[config.mk]
export PLATFORM = sky130hd
export DESIGN_NAME = led_seq_v3
export DESIGN_NICKNAME = d
export VERILOG_FILES = /design/src/rtl/led_seq_v3.sv
export SDC_FILE = /design/constraint.sdc
export NUM_CORES = 1
export LEC_CHECK = 0
export CAP_MARGIN = 30
export CELL_PAD_IN_SITES_DETAIL_PLACEMENT = 0
export CELL_PAD_IN_SITES_GLOBAL_PLACEMENT = 1
export CORE_MARGIN = 3
export CORE_UTILIZATION = 37
export CTS_CLUSTER_SIZE = 40
export DETAILED_ROUTE_END_ITERATION = 12
export GPL_ROUTABILITY_DRIVEN = 0
export PLACE_DENSITY_LB_ADDON = 0.1
export SLEW_MARGIN = 30
export SYNTH_ARGS = -nofsm -noshare
export SYNTH_HDL_FRONTEND = slang
export SYNTH_SLANG_ARGS = --single-unit
[constraint.sdc]
create_clock -name clock -period 2.71 [get_ports clock]
set_input_delay 0.4065 -clock clock [delete_from_list [all_inputs] [get_ports clock]]
set_output_delay 0.4065 -clock clock [all_outputs]
set_load 0.01 [all_outputs]
[src/rtl/led_seq_v3.sv]
// Programmable tick generator with four selectable periods driving a LED
// pattern sequencer (rotate left/right, ping-pong, flash).
module led_seq_v3 #(
  parameter int DATA_WIDTH = 14,
  parameter int LED_WIDTH  = 4,
  parameter int LIMIT0     = 16,
  parameter int LIMIT1     = 8,
  parameter int LIMIT2     = 4,
  parameter int LIMIT3     = 2
) (
  input  logic                  clock,
  input  logic                  i_reset,
  input  logic                  i_enable,
  input  logic [1:0]            i_sel,
  input  logic [1:0]            i_mode,
  output logic [LED_WIDTH-1:0]  o_led,
  output logic                  o_valid,
  output logic [DATA_WIDTH-1:0] o_count
);

  typedef enum logic {DIR_UP = 1'b0, DIR_DOWN = 1'b1} dir_e;

  localparam logic [LED_WIDTH-1:0] LED_INIT = {{(LED_WIDTH-1){1'b0}}, 1'b1};
  localparam logic [LED_WIDTH-1:0] LED_ZERO = {LED_WIDTH{1'b0}};
  localparam logic [LED_WIDTH-1:0] LED_ONES = {LED_WIDTH{1'b1}};

  function automatic logic is_onehot(input logic [LED_WIDTH-1:0] v);
    return (v != LED_ZERO) && ((v & (v - LED_INIT)) == LED_ZERO);
  endfunction

  logic [DATA_WIDTH-1:0] count_q, count_d;
  logic                  valid_q, valid_d;
  logic [LED_WIDTH-1:0]  led_q, led_d;
  dir_e                  dir_q, dir_d;
  logic [DATA_WIDTH-1:0] lim_s;

  // Period limit follows i_sel every cycle; no latching.
  always_comb begin
    case (i_sel)
      2'b00:   lim_s = DATA_WIDTH'(LIMIT0);
      2'b01:   lim_s = DATA_WIDTH'(LIMIT1);
      2'b10:   lim_s = DATA_WIDTH'(LIMIT2);
      2'b11:   lim_s = DATA_WIDTH'(LIMIT3);
      default: lim_s = DATA_WIDTH'(LIMIT0);
    endcase
  end

  // Counter, tick strobe and pattern next-state; >= lets a shrunk limit wrap at once.
  always_comb begin
    count_d = count_q;
    valid_d = 1'b0;
    led_d   = led_q;
    dir_d   = dir_q;
    if (i_enable) begin
      if (count_q >= lim_s - DATA_WIDTH'(1)) begin
        count_d = {DATA_WIDTH{1'b0}};
        valid_d = 1'b1;
        if (i_mode == 2'b11) begin
          led_d = (led_q == LED_ONES) ? LED_ZERO : LED_ONES;
        end else if (!is_onehot(led_q)) begin
          led_d = LED_INIT;
          dir_d = DIR_UP;
        end else begin
          case (i_mode)
            2'b00: led_d = {led_q[LED_WIDTH-2:0], led_q[LED_WIDTH-1]};
            2'b01: led_d = {led_q[0], led_q[LED_WIDTH-1:1]};
            default: begin
              if (dir_q == DIR_UP) begin
                if (led_q[LED_WIDTH-1]) begin
                  dir_d = DIR_DOWN;
                  led_d = {1'b0, led_q[LED_WIDTH-1:1]};
                end else begin
                  led_d = {led_q[LED_WIDTH-2:0], 1'b0};
                end
              end else begin
                if (led_q[0]) begin
                  dir_d = DIR_UP;
                  led_d = {led_q[LED_WIDTH-2:0], 1'b0};
                end else begin
                  led_d = {1'b0, led_q[LED_WIDTH-1:1]};
                end
              end
            end
          endcase
        end
      end else begin
        count_d = count_q + DATA_WIDTH'(1);
      end
    end else begin
      count_d = count_q;
    end
  end

  // State registers with asynchronous active-low reset.
  always_ff @(posedge clock or negedge i_reset) begin
    if (!i_reset) begin
      count_q <= {DATA_WIDTH{1'b0}};
      valid_q <= 1'b0;
      led_q   <= LED_INIT;
      dir_q   <= DIR_UP;
    end else begin
      count_q <= count_d;
      valid_q <= valid_d;
      led_q   <= led_d;
      dir_q   <= dir_d;
    end
  end

  assign o_count = count_q;
  assign o_valid = valid_q;
  assign o_led   = led_q;

endmodule
**After elaboration in Yosys (flattened, before gate mapping)**

Index checks and enable logic that the tools add are counted.

- Logic and storage cells: 41
- Bits of input ports: 7
- Output and inout port bits: 19
- Bits in latches: 0
- Memories kept: 0
- RAM bits: 0
- Bits in read-only memories: 0
- Flip-flop bits (word level): 20

- Multiply operators: 0
- Shifts and indexed selects: 0
- Multiplexer cells: 16
- Bitwise logic cells: 2
- Eq/ne operators: 7
- Reductions and logical operators: 8
- Div/mod/pow operators: 0
- Order comparisons: 1
- Add/sub/neg operators: 3

Operator list:

| kind | number |
|---|---|
| 14-bit case mux with 4 select lines | 1 |
| 4-bit two-way mux | 6 |
| 14-bit by 1-bit adder with 14-bit output (second input constant) | 1 |
| 14-bit >= comparator | 1 |
| 14-bit two-way mux | 1 |
| 14-bit by 1-bit subtractor with 14-bit output (second input constant) | 1 |
| 4-bit case mux with 2 select lines | 1 |
| 1-bit two-way mux | 7 |
| 2-bit equality test (second input constant) | 3 |
| 4-bit bitwise AND | 1 |
| 2-bit by 1-bit equality test with 1-bit output (second input constant) | 2 |
| 4-bit equality test (second input constant) | 1 |
| 2-bit zero test | 2 |
| 4-bit zero test | 1 |
| 4-bit AND reduction | 1 |
| 4-bit nonzero test | 1 |
| 4-bit by 1-bit subtractor with 4-bit output (second input constant) | 1 |
| 2-bit inequality test (second input constant) | 1 |
| 2-bit AND reduction | 1 |
| 2-bit OR reduction | 1 |
| 1-bit logical AND | 1 |
| 1-bit inverter | 1 |

**Depth between registers and ports, before layout**

Gate-level depths: netlist of the first run.

- Depth in word-level cells: 6
- Mapped depth: 8
- Gate-level depth less buffers: 8

**Least setup slack after synthesis of the first run**

OpenSTA, ideal clock, no wires.

- Kind: in2reg
- Start point: input i_sel[1]
- End point: register dir_q
- Slack: 515 ps
- Data arrival time: 2074 ps
- Stages on the path: 8
- Path buffers: 0
- Setup time: 121 ps
- Path through: or2_2 -> ha_1 -> nor3_1 -> nand2_1 -> o31ai_2 -> inv_2 -> a32o_1 -> a22o_1

- Word-level cells in the longest chain between the ends: 5
- Elaborated cells on any way between the ends: 8

RTL lines:

| item | line | source |
|---|---|---|
| start: declaration | 14 | `input logic [1:0] i_sel,` |
| 2-bit equality test, or another cell as far along | 39 | `case (i_sel)` |
| 14-bit case mux with 4 select lines (*) | 39 |  |
| 14-bit by 1-bit subtractor with 14-bit output (*) | 55 | `if (count_q >= lim_s - DATA_WIDTH'(1)) begin` |
| 14-bit >= comparator (*) | 55 |  |
| 4-bit AND reduction (no source line) (*) | - |  |
| end signal: assignment | 105 | `dir_q <= dir_d;` |
| end: declaration | 34 | `dir_e dir_q, dir_d;` |

Every way passes the cells marked *; elsewhere a longest branch is shown, timed or not. The select of a mux whose other input is x is not followed.
A chain may end at the register's enable or synchronous reset.

**Final worst setup path of the first run**

Same ends and word-level chain as after synthesis.

==> results of run 1 <==
==> cell type report <==
cell class	count	share of cell area
Sequential cell	20	0.331
Clock buffer	3	0.0148
Inverter	9	0.0223
Tap cell	42	0.0346
Timing Repair Buffer	28	0.180
Clock inverter	1	0.0198
Multi-Input combinational cell	97	0.398
==> sequential cells by signal (all words and copies together) (netlist names) <==
name,flops
o_led,4
dir_q,1
o_valid,1
o_count,14
==> kinds of logic (layout without fill, tap and decap cells) <==
group / after synthesis / after routing / share of synthesized area
DFF: 20 / 20 / 0.426
xor gates and xnor gates: 5 / 5 / 0.0372
AOI/OAI and AO/OA: 28 / 28 / 0.162
muxes: 2 / 2 / 0.0170
adders and majority gates: 4 / 4 / 0.0425
and+or+nand+nor: 58 / 58 / 0.254
buffers and inverters: 16 / 41 / 0.0616
==> layer usage <==
layer  wire (µm)  global-route usage  vias to the layer above  part of all wire
met1        1430               0.197                      501              0.51
met3         120              0.0414                        2             0.043
met2        1230               0.218                       20              0.44
li1            -                   -                      528                 -
met4          11              0.0303                        0            0.0039
met5           0                   0                        -                 0
==> cell usage after synthesis (2+ instances only) <==
| master | instances |
|---|---|
| a21oi_1 | 9 |
| nor3_1 | 6 |
| a31oi_1 | 2 |
| or4_1 | 2 |
| clkbuf_1 | 4 |
| o22ai_1 | 2 |
| xnor2_1 | 3 |
| xor2_1 | 2 |
| dfrtp_1 | 19 |
| mux2i_1 | 2 |
| nand2_1 | 11 |
| ha_1 | 4 |
| and3_1 | 4 |
| nor4_1 | 3 |
| o21ai_0 | 5 |
| nor2_1 | 17 |
| nand3_1 | 6 |
| inv_1 | 8 |
==> where the power goes <==
| part | internal [mW] | total [mW] | switching [mW] |
|---|---|---|---|
| combinational | 0.303 | 0.592 | 0.289 |
| sequential | 0.373 | 0.512 | 0.139 |
| clock | 0.149 | 0.247 | 0.0980 |
| total | 0.825 | 1.35 | 0.527 |
==> worst max-delay path by stage <==
| stage | end | from | slack (ns) |
|---|---|---|---|
| 3_5_place_dp | dir_q | i_sel[1] | 0.16 |
| 5_1_grt | dir_q | i_sel[1] | 0.33 |
| 2_1_floorplan | dir_q | i_sel[1] | 0.51 |
| 4_1_cts | dir_q | i_sel[1] | 0.47 |
| 3_3_place_gp | dir_q | i_sel[1] | 0.19 |
| 6_report | dir_q | i_sel[1] | 0.46 |
==> critical path: stages <==
cell and delay (ns):
clkdlybuf4s50_1 0.43, or2_2 0.31, ha_1 0.18, nor3_1 0.18, nand2_1 0.13, o31ai_2 0.33, inv_2 0.06, a32o_1 0.24
a22o_1 0.18
==> run_results.csv, run 1 <==
group,metric,value,unit
clock_network,cts_tree,"yes",
timing,report.final.slew_viol_count,0,
timing,period_needed,2.25,ns
global_route,grt_usage,0.142,
setup_path,crit_arrival,2.45,ns
drt,routed_wl,2790,µm
clock_network,cts-resized-gates,0,
setup_path,reg2reg_depth,5,
clock_network,cts_setup_buffers,0,
clock_network,clock-root-buffer,"clkbuf_4",
placed_design,placed_area,1470,µm²
finish,final_util,0.523,
timing,finalCritPeriodShare,0.829,
timing,maxSlewHeadroom,0.638,
clock_network,hold_buffers,0,
placed_design,dp_cells,196,
yosys,synth.area.top_cells,"dfrtp_1 40%, nor2_1 5.4%, ha_1 4.2%, a21oi_1 3.8%, nand2_1 3.5%",
power,p_per_area,891,nW/µm²
placed_design,place_ws,0.159,ns
die,rows,19,
setup_path,r2r_setup_slack,0.56,ns
finish,final_net_count,170,
drt,first_iter_violations,53,
yosys,synth_flop_cell,"dfrtp_1",
drt,viasPerCell,5.26,
finish,multi_input_area,604,µm²
drt,post_drt_wl_per_cell,14.0,µm
power,vdd_ir_drop_max,0.449,mV
timing,worstMarginPinSlew,0.538,ns
die,die_w,62.4,µm
setup_path,cp_max_fo,3,
timing,max_freq,445,MHz
clock_network,clkLatencyLatePin,0.30,ns
global_route,grt_first_pass_wirelength,4580,µm
yosys,synth_fp_nets,144,
yosys,synth-seq-cells,20,
finish,final_common_cell,"clkdlybuf4s50_1",
yosys,yosysWarnings,0,
finish,final_cell_mix,"25 x clkdlybuf4s50_1, 19 x dfrtp_1, 17 x nor2_1",
setup_path,end_kind,"register",
timing,hold_ws,0.428,ns
worst_hold_path,holdCritPathClass,"primary input to asynchronous set/reset pin",
global_route,antenna_found_initial,0,
clock_network,cts.clk_slew.worst_paths,0.12,ns
setup_path,crit_type,"primary input to register",
setup_path,reg2reg_to,"o_led[2]",
drt,vias,1051,
yosys,ys_seq_area_frac,0.426,
yosys,postSynthCellCount,133,
timing,rsz0062_at_grt,"no",
finish,fillers,274,
placed_design,portBuffers,25,
yosys,synth_edf_count,0,
timing,report.final.hold_viol_count,0,
setup_path,reg2reg_from,"o_led[3]",
power,power.total,1.35,mW
clock_network,clock_sinks,20,
yosys,synth_top_area_frac,0.403,
yosys,syn_avg_cell_area,8.86,µm²
yosys,async_flop_share,1.00,
setup_path,critPathRequiredTime,2.92,ns
clock_network,h-tree-depth,1,
finish,seq_area,502,µm²
timing,setup_violations,0,
status,outcome,"complete, no violations",
timing,fin_setup_tns,0,ns
timing,skew,0.00238,ns
placed_design,post-dp-hpwl,2010,µm
die,ios,26,
clock_network,clockBufferDepth,2,
finish,fin_area,1520,µm²
yosys,synth_top_cell_by_area,"dfrtp_1",
finish,drive_above_1_share,0.0886,
global_route,grt_max_degree,21,
setup_path,worstSetupStartpointType,"primary input",
yosys,synth_cell_types,42,
finish,fin_cells,200,
timing,setup_ws,0.464,ns
flow_run,cap_violations,0,
global_route,grt_pass1_vias,1026,
die,initial_core_util,0.406,
die,die_area,3900,µm²
die,core_area,2900,µm²
clock_network,cts_buffers,3,
power,p_leak,0.675,nW
finish,num_antenna_cells,0,
yosys,synth_area,1180,µm²
drt,postRouteAntennaNets,0,
global_route,grt_overflow,0,
die,die_height,62.4,µm
drt,drt-pass1-iter-count,4,
drt,drc_errors,0,
finish,syn2layout_area_growth,28.8,%
Power figures use the tool's default switching activity.
==> inputs of run 2 (changes only) <==
clock period = 2.2 ns   (was 2.71 ns; I/O delays follow)
==> run 2 against run 1 <==
  * Die area unchanged
  * Cell area increased by 5.5%
  * Combinational power increased by 47%
  * Non-clock buffer count increased by 10
  * Count of clock-buffer cells in the layout unchanged
  * Critical path depth unchanged
  * Cell count increased by 5.0%
  * Worst setup slack got worse by 0.35 ns
  * Sequential power increased by 15%
  * Critical path type unchanged
==> run_results.csv, run 2 (same netlist as run 1, synthesis figures left out) <==
group,metric,value,unit
clock_network,cts_buffers,3,
placed_design,placed_area,1540,µm²
setup_path,reg2reg_depth,5,
global_route,met3_usage,0.0504,
global_route,antenna_found_initial,0,
global_route,grt_usage,0.159,
flow_run,cap_violations,0,
setup_path,reg2reg_from,"o_led[2]",
setup_path,slowest_stage,"clkdlybuf4s50_1",
setup_path,critPathRequiredTime,2.41,ns
finish,final_common_cell,"clkdlybuf4s50_1",
global_route,grt_max_degree,21,
setup_path,crit_arrival,2.29,ns
timing,period_needed,2.08,ns
setup_path,cp_max_fo,2,
finish,fin_area,1600,µm²
worst_hold_path,holdCritPathClass,"primary input to asynchronous set/reset pin",
finish,num_antenna_cells,0,
timing,finalCritPeriodShare,0.947,
clock_network,hold_buffers,0,
setup_path,slowest_delay,0.42,ns
global_route,met1_usage,0.221,
drt,postRouteAntennaNets,0,
drt,first_iter_violations,51,
die,die_area,3900,µm²
timing,report.final.slew_viol_count,0,
setup_path,critPathBufInv,2,
setup_path,r2r_setup_slack,0.16,ns
setup_path,worstPathCellList,"clkdlybuf4s50_1, or2_2, ha_1, nand2_1, nand2_1, o31ai_4, inv_2, a32o_1, a22o_1",
drt,drc_errors,0,
finish,drive_above_1_share,0.143,
timing,report.final.hold_viol_count,0,
drt,vias,1122,
setup_path,worstSetupStartpointType,"primary input",
finish,final_net_count,180,
global_route,gr-usage-met2,0.248,
global_route,grt_busiest_layer,"met2",
die,initial_core_util,0.406,
drt,post_drt_wl_per_cell,14.0,µm
die,die_w,62.4,µm
placed_design,post-dp-hpwl,2180,µm
setup_path,reg2reg_to,"o_led[1]",
placed_design,portBuffers,25,
timing,worstMarginPinSlew,0.456,ns
global_route,grt_first_pass_wirelength,5110,µm
clock_network,clkLatencyLatePin,0.31,ns
clock_network,clockBufferDepth,2,
setup_path,crit_top_cell,"nand2_1",
clock_network,h-tree-depth,1,
status,outcome,"complete, no violations",
clock_network,clock-root-buffer,"clkbuf_4",
timing,max_freq,480,MHz
finish,syn2layout_area_growth,35.9,%
power,p_leak,0.727,nW
drt,viasPerCell,5.34,
die,die_height,62.4,µm
timing,setup_violations,0,
die,core_area,2900,µm²
setup_path,crit_type,"primary input to register",
timing,hold_ws,0.359,ns
timing,skew,0.00519,ns
power,p_per_area,1100,nW/µm²
power,vdd_ir_drop_max,0.538,mV
clock_network,cts.clk_slew.worst_paths,0.12,ns
timing,maxSlewHeadroom,0.695,
setup_path,end_kind,"register",
power,power.total,1.77,mW
finish,final_cell_mix,"25 x clkdlybuf4s50_1, 19 x dfrtp_1, 17 x nor2_1",
timing,rsz0062_at_grt,"no",
clock_network,cts_tree,"yes",
clock_network,clock_sinks,20,
die,ios,26,
global_route,grt_pass1_vias,1103,
drt,drt-pass1-iter-count,4,
finish,largest_reg_flops,14,
setup_path,crit_family,"compound AO/OA/AOI/OAI gates",
die,rows,19,
drt,routed_wl,2940,µm
global_route,grt_overflow,0,
[run 2: changes by cell type in the layout (fill, tap and decap cells not counted)]
cell / before / now
o31ai_2: 1 / 0
o31ai_4: 0 / 1
buf_4: 3 / 13
[run 2: worst max path at each step]
stage | cells past startpoint | end | startpoint | slack (ns)
floorplan | 8 | dir_q | i_sel[1] | 0.08
global placement | 9 | dir_q | i_sel[1] | -0.21
detailed placement | 9 | dir_q | i_sel[1] | -0.27
CTS | 9 | dir_q | i_sel[1] | 0.05
global route | 5 | o_led[1] | o_led[2] | 0.005
finish | 9 | dir_q | i_sel[1] | 0.12
[run 2: layout make-up]
cell class                 instances  area (µm²)
inverter                           9        33.8
timing repair buffer              38         348
multi-input combinational         97         613
fill                             291        1300
clock buffer                       3        22.5
sequential                        20         502
clock inverter                     1        30.0
tap                               42        52.6
[run 2: power by group]
| group | switching, mW | leakage [nW] | internal (mW) |
|---|---|---|---|
| logic | 0.423 | 0.436 | 0.449 |
| registers | 0.130 | 0.264 | 0.459 |
| clock network | 0.122 | 0.0279 | 0.184 |
| total | 0.675 | 0.727 | 1.09 |
[run 2: routing by layer]
layer | wire (µm) | up-vias | share of wire
met2 | 1370 | 35 | 0.47
met3 | 187 | 2 | 0.064
met1 | 1370 | 537 | 0.47
met4 | 8 | 0 | 0.0027
li1 | - | 548 | -
met5 | 0 | - | 0
[run 2: worst reg2reg max path, cell delays in order (launching register included)]
cell      delay (ns)
dfrtp_1         0.48
or4b_1          0.56
o311ai_2        0.15
nand2_4         0.09
or4_1           0.53
a21oi_1         0.16
[run 2: what timing repair did]
item	CTS	global route
setup endpoints to repair	0	2
buffers inserted	0	0
gates resized for setup	0	1
[run 2: through the flow]
step | cells | utilization | TNS (ns) | setup slack [ns]
6_report | 210 | 0.552 | 0 | 0.116
5_1_grt | 210 | 0.552 | 0 | 0.00494
4_1_cts | 210 | 0.549 | 0 | 0.0497
3_5_place_dp | 206 | 0.531 | -2.26 | -0.272
3_3_place_gp | 206 | 0.531 | -1.21 | -0.209
2_1_floorplan | 133 | - | 0 | 0.0811
